<file path="config.mk">
export PLATFORM = sky130hd
export DESIGN_NAME = coin_acceptor_flat
export DESIGN_NICKNAME = d
export VERILOG_FILES = /design/src/rtl/coin_stream_if.sv /design/src/rtl/coin_acceptor.sv /design/src/flat_wrapper.sv
export SDC_FILE = /design/constraint.sdc
export NUM_CORES = 1
export LEC_CHECK = 0
export CELL_PAD_IN_SITES_DETAIL_PLACEMENT = 0
export CELL_PAD_IN_SITES_GLOBAL_PLACEMENT = 1
export CORE_AREA = 2 2 83 85
export DETAILED_ROUTE_END_ITERATION = 16
export DIE_AREA = 0 0 85 87
export HOLD_SLACK_MARGIN = 0.08
export PLACE_DENSITY = 0.85
export SETUP_SLACK_MARGIN = 0.4
export SLEW_MARGIN = 20
export SYNTH_ARGS = -nofsm -noshare
export SYNTH_HDL_FRONTEND = slang
export SYNTH_SLANG_ARGS = --single-unit
</file>
<file path="constraint.sdc">
create_clock -name clk -period 1.83 [get_ports clk]
set_clock_uncertainty 0.15 [all_clocks]
set_input_delay 0.2745 -clock clk [delete_from_list [all_inputs] [get_ports clk]]
set_output_delay 0.2745 -clock clk [all_outputs]
set_load 0.02 [all_outputs]
</file>
<file path="src/rtl/coin_stream_if.sv">
// rtl/coin_stream_if.sv - coin code stream from the acceptor to the vending FSM
interface coin_stream_if;
    logic [1:0] data;
    logic       hold;

    modport master (output data, input hold);
    modport slave  (input data, output hold);
endinterface

</file>
<file path="src/rtl/coin_acceptor.sv">
// rtl/coin_acceptor.sv - debounces two coin sensors, queues coins, emits paced 2-bit codes
module coin_acceptor #(
    parameter int DEB_CYCLES = 4,
    parameter int GAP_CYCLES = 2,
    parameter int FIFO_DEPTH = 4,
    parameter int CNT_W      = 8
) (
    input  logic               clk,
    input  logic               rst,
    input  logic               coin_a,
    input  logic               coin_b,
    input  logic               clr_ovf,
    coin_stream_if.master      stream,
    output logic               fifo_full,
    output logic               ovf,
    output logic [CNT_W-1:0]   cnt_a,
    output logic [CNT_W-1:0]   cnt_b
);
    localparam int AW    = $clog2(FIFO_DEPTH);
    localparam int DEB_W = $clog2(DEB_CYCLES + 1);
    localparam int GAP_W = $clog2(GAP_CYCLES + 1);
    localparam logic [DEB_W-1:0] DEB_LAST = DEB_W'(DEB_CYCLES - 1);
    localparam logic [DEB_W-1:0] DEB_ONE  = DEB_W'(1);
    localparam logic [AW:0]      PTR_ONE  = (AW + 1)'(1);
    localparam logic [GAP_W-1:0] GAP_ONE  = GAP_W'(1);
    localparam logic [CNT_W-1:0] CNT_ONE  = CNT_W'(1);

    typedef enum logic [1:0] {WAIT_LOW, ARMED, CNT_HI, QUAL} deb_state_t;

    logic [1:0]       r_sync1, r_sync2;
    logic [1:0]       w_qual, w_grant;
    logic             r_pend;
    logic             w_push, w_pop, w_accept, w_drop, w_empty, w_full;
    logic [1:0]       w_push_code;
    logic [AW:0]      r_wr_ptr, r_rd_ptr;
    logic [1:0]       r_mem [FIFO_DEPTH];
    logic [GAP_W-1:0] r_gap;
    logic [1:0]       r_data;

    always_ff @(posedge clk) begin
        if (rst) begin
            r_sync1 <= 2'b00;
            r_sync2 <= 2'b00;
        end else begin
            r_sync1 <= {coin_b, coin_a};
            r_sync2 <= r_sync1;
        end
    end

    // Index 0 is the 1-unit sensor, index 1 the 2-unit sensor.
    for (genvar g = 0; g < 2; g++) begin : g_deb
        deb_state_t       r_state, w_state_nxt;
        logic [DEB_W-1:0] r_cnt, w_cnt_nxt;

        always_ff @(posedge clk) begin
            if (rst) begin
                r_state <= WAIT_LOW;
                r_cnt   <= '0;
            end else begin
                r_state <= w_state_nxt;
                r_cnt   <= w_cnt_nxt;
            end
        end

        always_comb begin
            w_state_nxt = r_state;
            w_cnt_nxt   = r_cnt;
            case (r_state)
                WAIT_LOW: begin
                    if (r_sync2[g]) begin
                        w_cnt_nxt = '0;
                    end else if (r_cnt == DEB_LAST) begin
                        w_state_nxt = ARMED;
                        w_cnt_nxt   = '0;
                    end else begin
                        w_cnt_nxt = r_cnt + DEB_ONE;
                    end
                end
                ARMED: begin
                    if (r_sync2[g]) begin
                        w_state_nxt = (DEB_CYCLES == 1) ? QUAL : CNT_HI;
                        w_cnt_nxt   = DEB_ONE;
                    end
                end
                CNT_HI: begin
                    if (!r_sync2[g]) begin
                        w_state_nxt = ARMED;
                        w_cnt_nxt   = '0;
                    end else if (r_cnt == DEB_LAST) begin
                        w_state_nxt = QUAL;
                    end else begin
                        w_cnt_nxt = r_cnt + DEB_ONE;
                    end
                end
                QUAL: begin
                    if (w_grant[g]) begin
                        w_state_nxt = WAIT_LOW;
                        w_cnt_nxt   = '0;
                    end
                end
                default: w_state_nxt = WAIT_LOW;
            endcase
        end

        assign w_qual[g] = (r_state == QUAL);
    end

    // A simultaneous 2-unit coin is parked in r_pend, so both sensors are granted together.
    assign w_grant[0]  = !r_pend && w_qual[0];
    assign w_grant[1]  = !r_pend && w_qual[1];
    assign w_push      = r_pend || w_qual[0] || w_qual[1];
    assign w_push_code = (r_pend || !w_qual[0]) ? 2'b10 : 2'b01;

    assign w_empty  = (r_wr_ptr == r_rd_ptr);
    assign w_full   = (r_wr_ptr[AW-1:0] == r_rd_ptr[AW-1:0]) && (r_wr_ptr[AW] != r_rd_ptr[AW]);
    assign w_pop    = !w_empty && !stream.hold && (r_gap == '0);
    assign w_accept = w_push && (!w_full || w_pop);
    assign w_drop   = w_push && w_full && !w_pop;

    always_ff @(posedge clk) begin
        if (w_accept) r_mem[r_wr_ptr[AW-1:0]] <= w_push_code;
    end

    always_ff @(posedge clk) begin
        if (rst) begin
            r_pend   <= 1'b0;
            r_wr_ptr <= '0;
            r_rd_ptr <= '0;
            r_gap    <= '0;
            r_data   <= 2'b00;
            ovf      <= 1'b0;
            cnt_a    <= '0;
            cnt_b    <= '0;
        end else begin
            if (r_pend)                       r_pend <= 1'b0;
            else if (w_qual[0] && w_qual[1])  r_pend <= 1'b1;
            if (w_accept) r_wr_ptr <= r_wr_ptr + PTR_ONE;
            if (w_pop)    r_rd_ptr <= r_rd_ptr + PTR_ONE;
            // The gap counts down the 00 cycles being driven after each strobe.
            if (w_pop)              r_gap <= GAP_W'(GAP_CYCLES);
            else if (r_gap != '0)   r_gap <= r_gap - GAP_ONE;
            r_data <= w_pop ? r_mem[r_rd_ptr[AW-1:0]] : 2'b00;
            if (w_drop)        ovf <= 1'b1;
            else if (clr_ovf)  ovf <= 1'b0;
            if (w_accept && w_push_code == 2'b01 && cnt_a != '1) cnt_a <= cnt_a + CNT_ONE;
            if (w_accept && w_push_code == 2'b10 && cnt_b != '1) cnt_b <= cnt_b + CNT_ONE;
        end
    end

    assign stream.data = r_data;
    assign fifo_full   = w_full;
endmodule
</file>
<file path="src/flat_wrapper.sv">
// flat-port wrapper written by rule: the top's interface ports become plain ports
module coin_acceptor_flat 
#(
    parameter int DEB_CYCLES = 4,
    parameter int GAP_CYCLES = 2,
    parameter int FIFO_DEPTH = 4,
    parameter int CNT_W      = 8
)
  (clk, rst, coin_a, coin_b, clr_ovf, fifo_full, ovf, cnt_a, cnt_b, stream_data, stream_hold);
  coin_stream_if stream_i ();
  input  logic clk;
  input  logic rst;
  input  logic coin_a;
  input  logic coin_b;
  input  logic clr_ovf;
  output logic fifo_full;
  output logic ovf;
  output logic [CNT_W-1:0] cnt_a;
  output logic [CNT_W-1:0] cnt_b;
  output wire logic [$bits(stream_i.data)-1:0] stream_data;
  input wire logic [$bits(stream_i.hold)-1:0] stream_hold;
  assign stream_data = stream_i.data;
  assign stream_i.hold = stream_hold;
  coin_acceptor #(.DEB_CYCLES(DEB_CYCLES), .GAP_CYCLES(GAP_CYCLES), .FIFO_DEPTH(FIFO_DEPTH), .CNT_W(CNT_W)) u_core (.clk(clk), .rst(rst), .coin_a(coin_a), .coin_b(coin_b), .clr_ovf(clr_ovf), .stream(stream_i), .fifo_full(fifo_full), .ovf(ovf), .cnt_a(cnt_a), .cnt_b(cnt_b));
endmodule
</file>
==> results of run 1 <==
-- synth_stat cells (all sizes together) (5+ instances only) --
cell type	count
a21oi	13
and2	5
and3	5
clkbuf	9
dfxtp	42
edfxtp	8
ha	13
inv	12
nand2	16
nand3	5
nor2	36
nor2b	9
nor3	8
nor3b	7
o21ai	8
xnor2	14
-- worst max-delay path: cells and delay by family (launching register included) --
kind / cells / cell delay, ns
simple gates: 3 / 0.52
flops: 1 / 0.38
mux: 1 / 0.29
buf+inv: 1 / 0.20
xor+xnor: 1 / 0.19
-- worst max-delay path by stage --
stage	start	slack [ns]	end	cells past startpoint
final	u_core.r_rd_ptr[1]	-0.01	u_core.cnt_b[5]	6
after global routing	u_core.r_rd_ptr[1]	-0.07	u_core.cnt_b[4]	8
after CTS	u_core.r_rd_ptr[0]	-0.01	u_core.cnt_b[5]	6
after detailed placement	stream_hold	-0.31	u_core.cnt_b[5]	7
after global placement	stream_hold	-0.30	u_core.cnt_b[5]	7
after floorplan	u_core.r_rd_ptr[1]	-0.01	u_core.cnt_b[5]	5
-- registers in the layout (all words and copies together), names as in the netlist --
| name | flops |
|---|---|
| u_core.r_mem | 8 |
| u_core.cnt_a | 8 |
| u_core.stream.data | 2 |
| u_core.r_sync1 | 2 |
| u_core.r_wr_ptr | 3 |
| u_core.ovf | 1 |
| u_core.r_gap | 2 |
| u_core.g_deb.r_cnt | 6 |
| u_core.cnt_b | 8 |
| u_core.g_deb.r_state | 4 |
| u_core.r_rd_ptr | 3 |
| u_core.r_sync2 | 2 |
| u_core.r_pend | 1 |
-- cell type report --
cell class | count | area (sq um) | share of cell area (%)
timing repair buffer | 72 | 641.9 | 17.24
inverter | 12 | 47.55 | 1.277
clock inverter | 3 | 68.82 | 1.849
multi-input combinational | 187 | 1660 | 44.60
tap | 80 | 100.1 | 2.689
clock buffer | 5 | 68.82 | 1.849
sequential | 50 | 1135 | 30.49
-- power by group --
group,switching (uW),internal (uW),total (uW)
clock,396,548,944
combinational,101,115,216
sequential,22.1,1130,1150
total,520,1790,2310
-- through the flow --
| step | setup WS (ns) | utilization, % | cells |
|---|---|---|---|
| 2_1_floorplan | -0.01186 | - | 262 |
| 3_3_place_gp | -0.3045 | 46.95 | 380 |
| 3_5_place_dp | -0.3149 | 46.95 | 380 |
| 4_1_cts | -0.01395 | 55.01 | 402 |
| 5_1_grt | -0.07035 | 56.67 | 409 |
| 6_report | -0.01325 | 56.67 | 409 |
-- per-layer routing --
layer / share of wire [%] / vias to the layer above / wire, um / global-route usage [%]
li1: - / 1043 / - / -
met1: 45 / 997 / 2543 / 20.27
met2: 51 / 24 / 2849 / 26.21
met3: 2.3 / 8 / 128 / 3.318
met4: 1.8 / 0 / 100 / 5.195
met5: 0 / - / 0 / 0
-- what timing repair did --
action,CTS,global route
pin swaps,35,26
endpoints found under the hold margin,0,0
endpoints found under the setup margin,61,54
buffers inserted,13,7
resized for setup,119,33
cloned,1,0
-- logic make-up after synthesis --
| kind of cell | synth area share (%) |
|---|---|
| fa+ha+maj | 6.533 |
| simple gates | 24.22 |
| xor+xnor | 6.935 |
| buf+inv | 4.170 |
| compound gates | 9.800 |
| flops | 43.42 |
| mux | 4.925 |
==> results.cfg, run 1 <==
[status]
status = finished, violations left
violations = negative setup slack

[logic_synthesis]
asyncSetResetFlopFracSynth_pct = 0
netlist_area_sq_um = 2490
synth.distinct_cells = 51
synth_top_area_share_pct = 33.77
ys_warn_count = 0
ys_ff_latch = 50
synth_top_area_cell = dfxtp_1
syn-num-nets = 281
yosys-top-cells-area = dfxtp_1, edfxtp_1, ha_1, nor2_1, xnor2_1
postSynthCellCount = 262
synth-main-ff-cell = dfxtp_1
postSynthAreaPerCell_sq_um = 9.503
synth_edf_count = 8
ys_seq_area_share_pct = 43.42

[power]
ir_drop_mv = 0.3709
power.density_nw_per_um2 = 621.5
leakage_uw = 0.001407
finalPower_uw = 2313

[hold_path]
holdCritStartpoint = u_core.r_sync1[1]
worst_hold_path.endpoint = u_core.r_sync2[1]
holdPathStages = 1
hold_path_class = reg2reg

[clocking]
root_buffer = clkbuf_8
clkSinkCount = 50
clock_path_buffers = 2
cts_max_level = 2
cts_hold_buf = 0
cts_tree = done
cts_buffers = 5
clk_latency_ns = 0.32
clkTransAtPathRegs_ns = 0.10

[worst_setup_path]
crit_arrival_ns = 1.90
path_cells = xor2_4 -> nor4_4 -> buf_4 -> nor3_4 -> and3_4 -> mux2_4
ff2ff_path_depth = 6
slowest_delay_ns = 0.38
crit_type = reg2reg
reg2reg_from = u_core.r_rd_ptr[1]
reg2reg_to = u_core.cnt_b[5]
critical-path-slowest-cell = dfxtp_4
startpoint_type = flip-flop
r2r_slack_ns = -0.01
path_max_fanout = 4
crit_required_ns = 1.88
critPathCaptureType = flip-flop

[global_route]
grt.total_usage_pct = 15.69
grt_max_degree = 38
overflow = 0
grt_pass1_wl_mm = 9.287
grt_antenna_before_repair = 0
grt_pass1_vias = 2014

[detailed_routing]
routed_wl_mm = 5.623
wl_per_cell_um = 13.75
drtIter0Drc = 90
vias_per_cell = 5.066
ant_nets = 0
drt_pass1_iterations = 4
drc_errors = 0
num_vias = 2072

[floorplanning]
core_area_sq_um = 6569
die_area_sq_um = 7395
die_w_um = 85
ios = 26
rows = 30
dieHeight_um = 87
initial_utilization_pct = 37.90

[timing]
fin_crit_sh_pct = 100.7
setup_viol = 2
fin_ws_ns = -0.01325
tns_ns = -0.02287
min_period_ns = 1.843
rsz0062_at_grt = true
slew_headroom_pct = 73.09
hold_violations = 0
slew_violations = 0
hold_slack_ns = 0.2910
fmaxAchievable_mhz = 542.5
worstMarginPinSlew_ns = 0.4031

[final_layout]
syn2layout_area_growth_pct = 49.50
drive_gt1_share_pct = 46.50
fin_nets = 347
fill_cells = 524
diodes = 0
final_cell_area_sq_um = 3722
mostFrequentLayoutCells = buf_4, nor2_1, dfxtp_2, nand2_1, dfxtp_1
final_common_cell = buf_4

[placement]
hpwl_mm = 3.471
finalWeightedCongestion = 0.7442
io_buffers = 25
dpl_cell_area_sq_um = 3084

[job]
cap_violations = 0
Note: power is estimated with default switching activity, not from simulation.
==> run 2, diff against run 1 <==
--- a/config.mk
+++ b/config.mk
@@ -7,11 +7,12 @@
 export LEC_CHECK = 0
 export CELL_PAD_IN_SITES_DETAIL_PLACEMENT = 0
 export CELL_PAD_IN_SITES_GLOBAL_PLACEMENT = 1
-export CORE_AREA = 2 2 83 85
+export CORE_AREA = 2 2 88 81
 export DETAILED_ROUTE_END_ITERATION = 16
-export DIE_AREA = 0 0 85 87
+export DIE_AREA = 0 0 90 83
 export HOLD_SLACK_MARGIN = 0.08
-export PLACE_DENSITY = 0.85
+export PLACE_DENSITY = 0.84
+export RECOVER_POWER = 100
 export SETUP_SLACK_MARGIN = 0.4
 export SLEW_MARGIN = 20
 export SYNTH_ARGS = -nofsm -noshare
==> run 2 against run 1 <==
  * The flow still finishes with violations (negative setup slack)
  * Register-to-register slack worse by 0.04 ns
  * Setup slack worse by 0.038 ns
  * Clock power is 15% lower
  * Total power is 6.1% lower
  * Die area is 1.0% higher
  * Critical endpoint is now u_core.cnt_b[7]
  * Largest power group unchanged
==> results.cfg, run 2 (synthesized netlist as in run 1, its figures left out) <==
[status]
status = finished, violations left
violations = negative setup slack

[global_route]
grt_antenna_before_repair = 0
grt_pass1_vias = 2021
overflow = 0
grt.total_usage_pct = 14.83
grt_pass1_wl_mm = 9.308
grt_max_degree = 35

[timing]
fmaxAchievable_mhz = 531.6
rsz0062_at_grt = true
worstMarginPinSlew_ns = 0.5263
slew_violations = 0
setup_viol = 5
hold_slack_ns = 0.2996
min_period_ns = 1.881
tns_ns = -0.1514
slew_headroom_pct = 64.75
fin_ws_ns = -0.05103
fin_crit_sh_pct = 102.8
hold_violations = 0

[placement]
dpl_cell_area_sq_um = 3102
place_ws_ns = -0.3006
finalWeightedCongestion = 0.7932
hpwl_mm = 3.560
io_buffers = 25

[final_layout]
drive_gt1_share_pct = 45.26
final_common_cell = buf_4
ff_latch_area_sq_um = 1126
mostFrequentLayoutCells = buf_4, nor2_1, dfxtp_2, dfxtp_1, nand2_1
final_cell_area_sq_um = 3578
fin_nets = 345
final_util_pct = 54.92
diodes = 0
syn2layout_area_growth_pct = 43.72
fill_cells = 588
multiInputGateArea_sq_um = 1579

[job]
cap_violations = 0

[detailed_routing]
wl_met1_mm = 2.566
met3_wirelength_um = 142
num_vias = 2060
vias_per_cell = 4.940
top_layer = met4
wl_per_cell_um = 13.21
routed_wl_mm = 5.507
drtIter0Drc = 52
drt_pass1_iterations = 4
wl_met2_mm = 2.727
ant_nets = 0
drc_errors = 0

[power]
ir_drop_mv = 0.3969
leakage_uw = 0.001369
power.density_nw_per_um2 = 607.0

[worst_setup_path]
crit_arrival_ns = 1.94
endpoint = u_core.cnt_b[7]
path_max_fanout = 6
startpoint_type = flip-flop
reg2reg_from = u_core.r_wr_ptr[0]
r2r_slack_ns = -0.05
ff2ff_path_depth = 6
reg2reg_to = u_core.cnt_b[7]
crit_required_ns = 1.89
crit_type = reg2reg
critPathCaptureType = flip-flop
crit_start = u_core.r_wr_ptr[0]

[clocking]
clkTransAtPathRegs_ns = 0.09
clkSinkCount = 50
cts_buffers = 5
cts_max_level = 2
clk_latency_ns = 0.31
cts_tree = done
root_buffer = clkbuf_8
clock_path_buffers = 2

[floorplanning]
die_w_um = 90
core_area_sq_um = 6516
initial_utilization_pct = 38.21
rows = 28
ios = 26
die_area_sq_um = 7470
dieHeight_um = 83

[hold_path]
hold_path_class = reg2reg
-- run 2: cell types whose count changed in the layout (fill, tap and decap cells not counted), moves of 3 or more --
cell | before | now
and2_4 | 1 | 4
nor4_4 | 4 | 1
dfxtp_1 | 13 | 16
nor2_1 | 32 | 29
buf_6 | 8 | 5
and2_1 | 4 | 1
-- run 2: routing by layer --
| layer | up-vias | GRT usage [%] |
|---|---|---|
| li1 | 1037 | - |
| met5 | - | 0 |
| met2 | 32 | 24.74 |
| met3 | 6 | 2.541 |
| met1 | 985 | 19.66 |
| met4 | 0 | 4.615 |
-- run 2: power breakdown --
part           switching (uW)  internal [uW]
Sequential               23.0           1130
Clock                     392            410
Combinational            97.6            115
Total                     513           1660
-- run 2: what timing repair did --
action / 4_1_cts / 5_1_grt
resized for setup: 100 / 33
pin swaps: 29 / 17
endpoints found under the setup margin: 61 / 52
setup buffers: 14 / 6
hold endpoints to repair: 0 / 0
hold buffers: 0 / 0
-- run 2: final cells by class --
type / count / area share, %
clock buffer: 5 / 1.923
clock inverter: 3 / 1.224
multi-input combinational: 187 / 44.13
timing repair buffer: 70 / 16.85
sequential: 50 / 31.47
inverter: 12 / 1.259
tap: 90 / 3.147
-- run 2: through the flow --
| stage | instances | total power [uW] |
|---|---|---|
| after floorplan | 262 | 1300 |
| after global placement | 389 | 1343 |
| after detailed placement | 389 | 1351 |
| after CTS | 411 | 2177 |
| after global routing | 417 | 2267 |
| final | 417 | 2172 |
-- run 2: how the worst min path moves through the flow --
stage | slack (ns) | cells after the start | endpoint | startpoint
final | 0.30 | 1 | u_core.r_sync2[0] | u_core.r_sync1[0]
after global routing | 0.33 | 1 | u_core.r_sync2[0] | u_core.r_sync1[0]
after CTS | 0.31 | 1 | u_core.r_sync2[0] | u_core.r_sync1[0]
after detailed placement | 0.28 | 1 | u_core.r_sync2[1] | u_core.r_sync1[1]
after global placement | 0.27 | 1 | u_core.r_sync2[0] | u_core.r_sync1[0]
after floorplan | 0.25 | 1 | u_core.r_sync1[0] | coin_a
-- run 2: critical path, cell delays in order, from the launching register on --
cell	delay (ns)
dfxtp_2	0.35
xor2_2	0.20
nor4_4	0.39
buf_12	0.16
nor3_4	0.04
and3_1	0.20
mux2_4	0.29
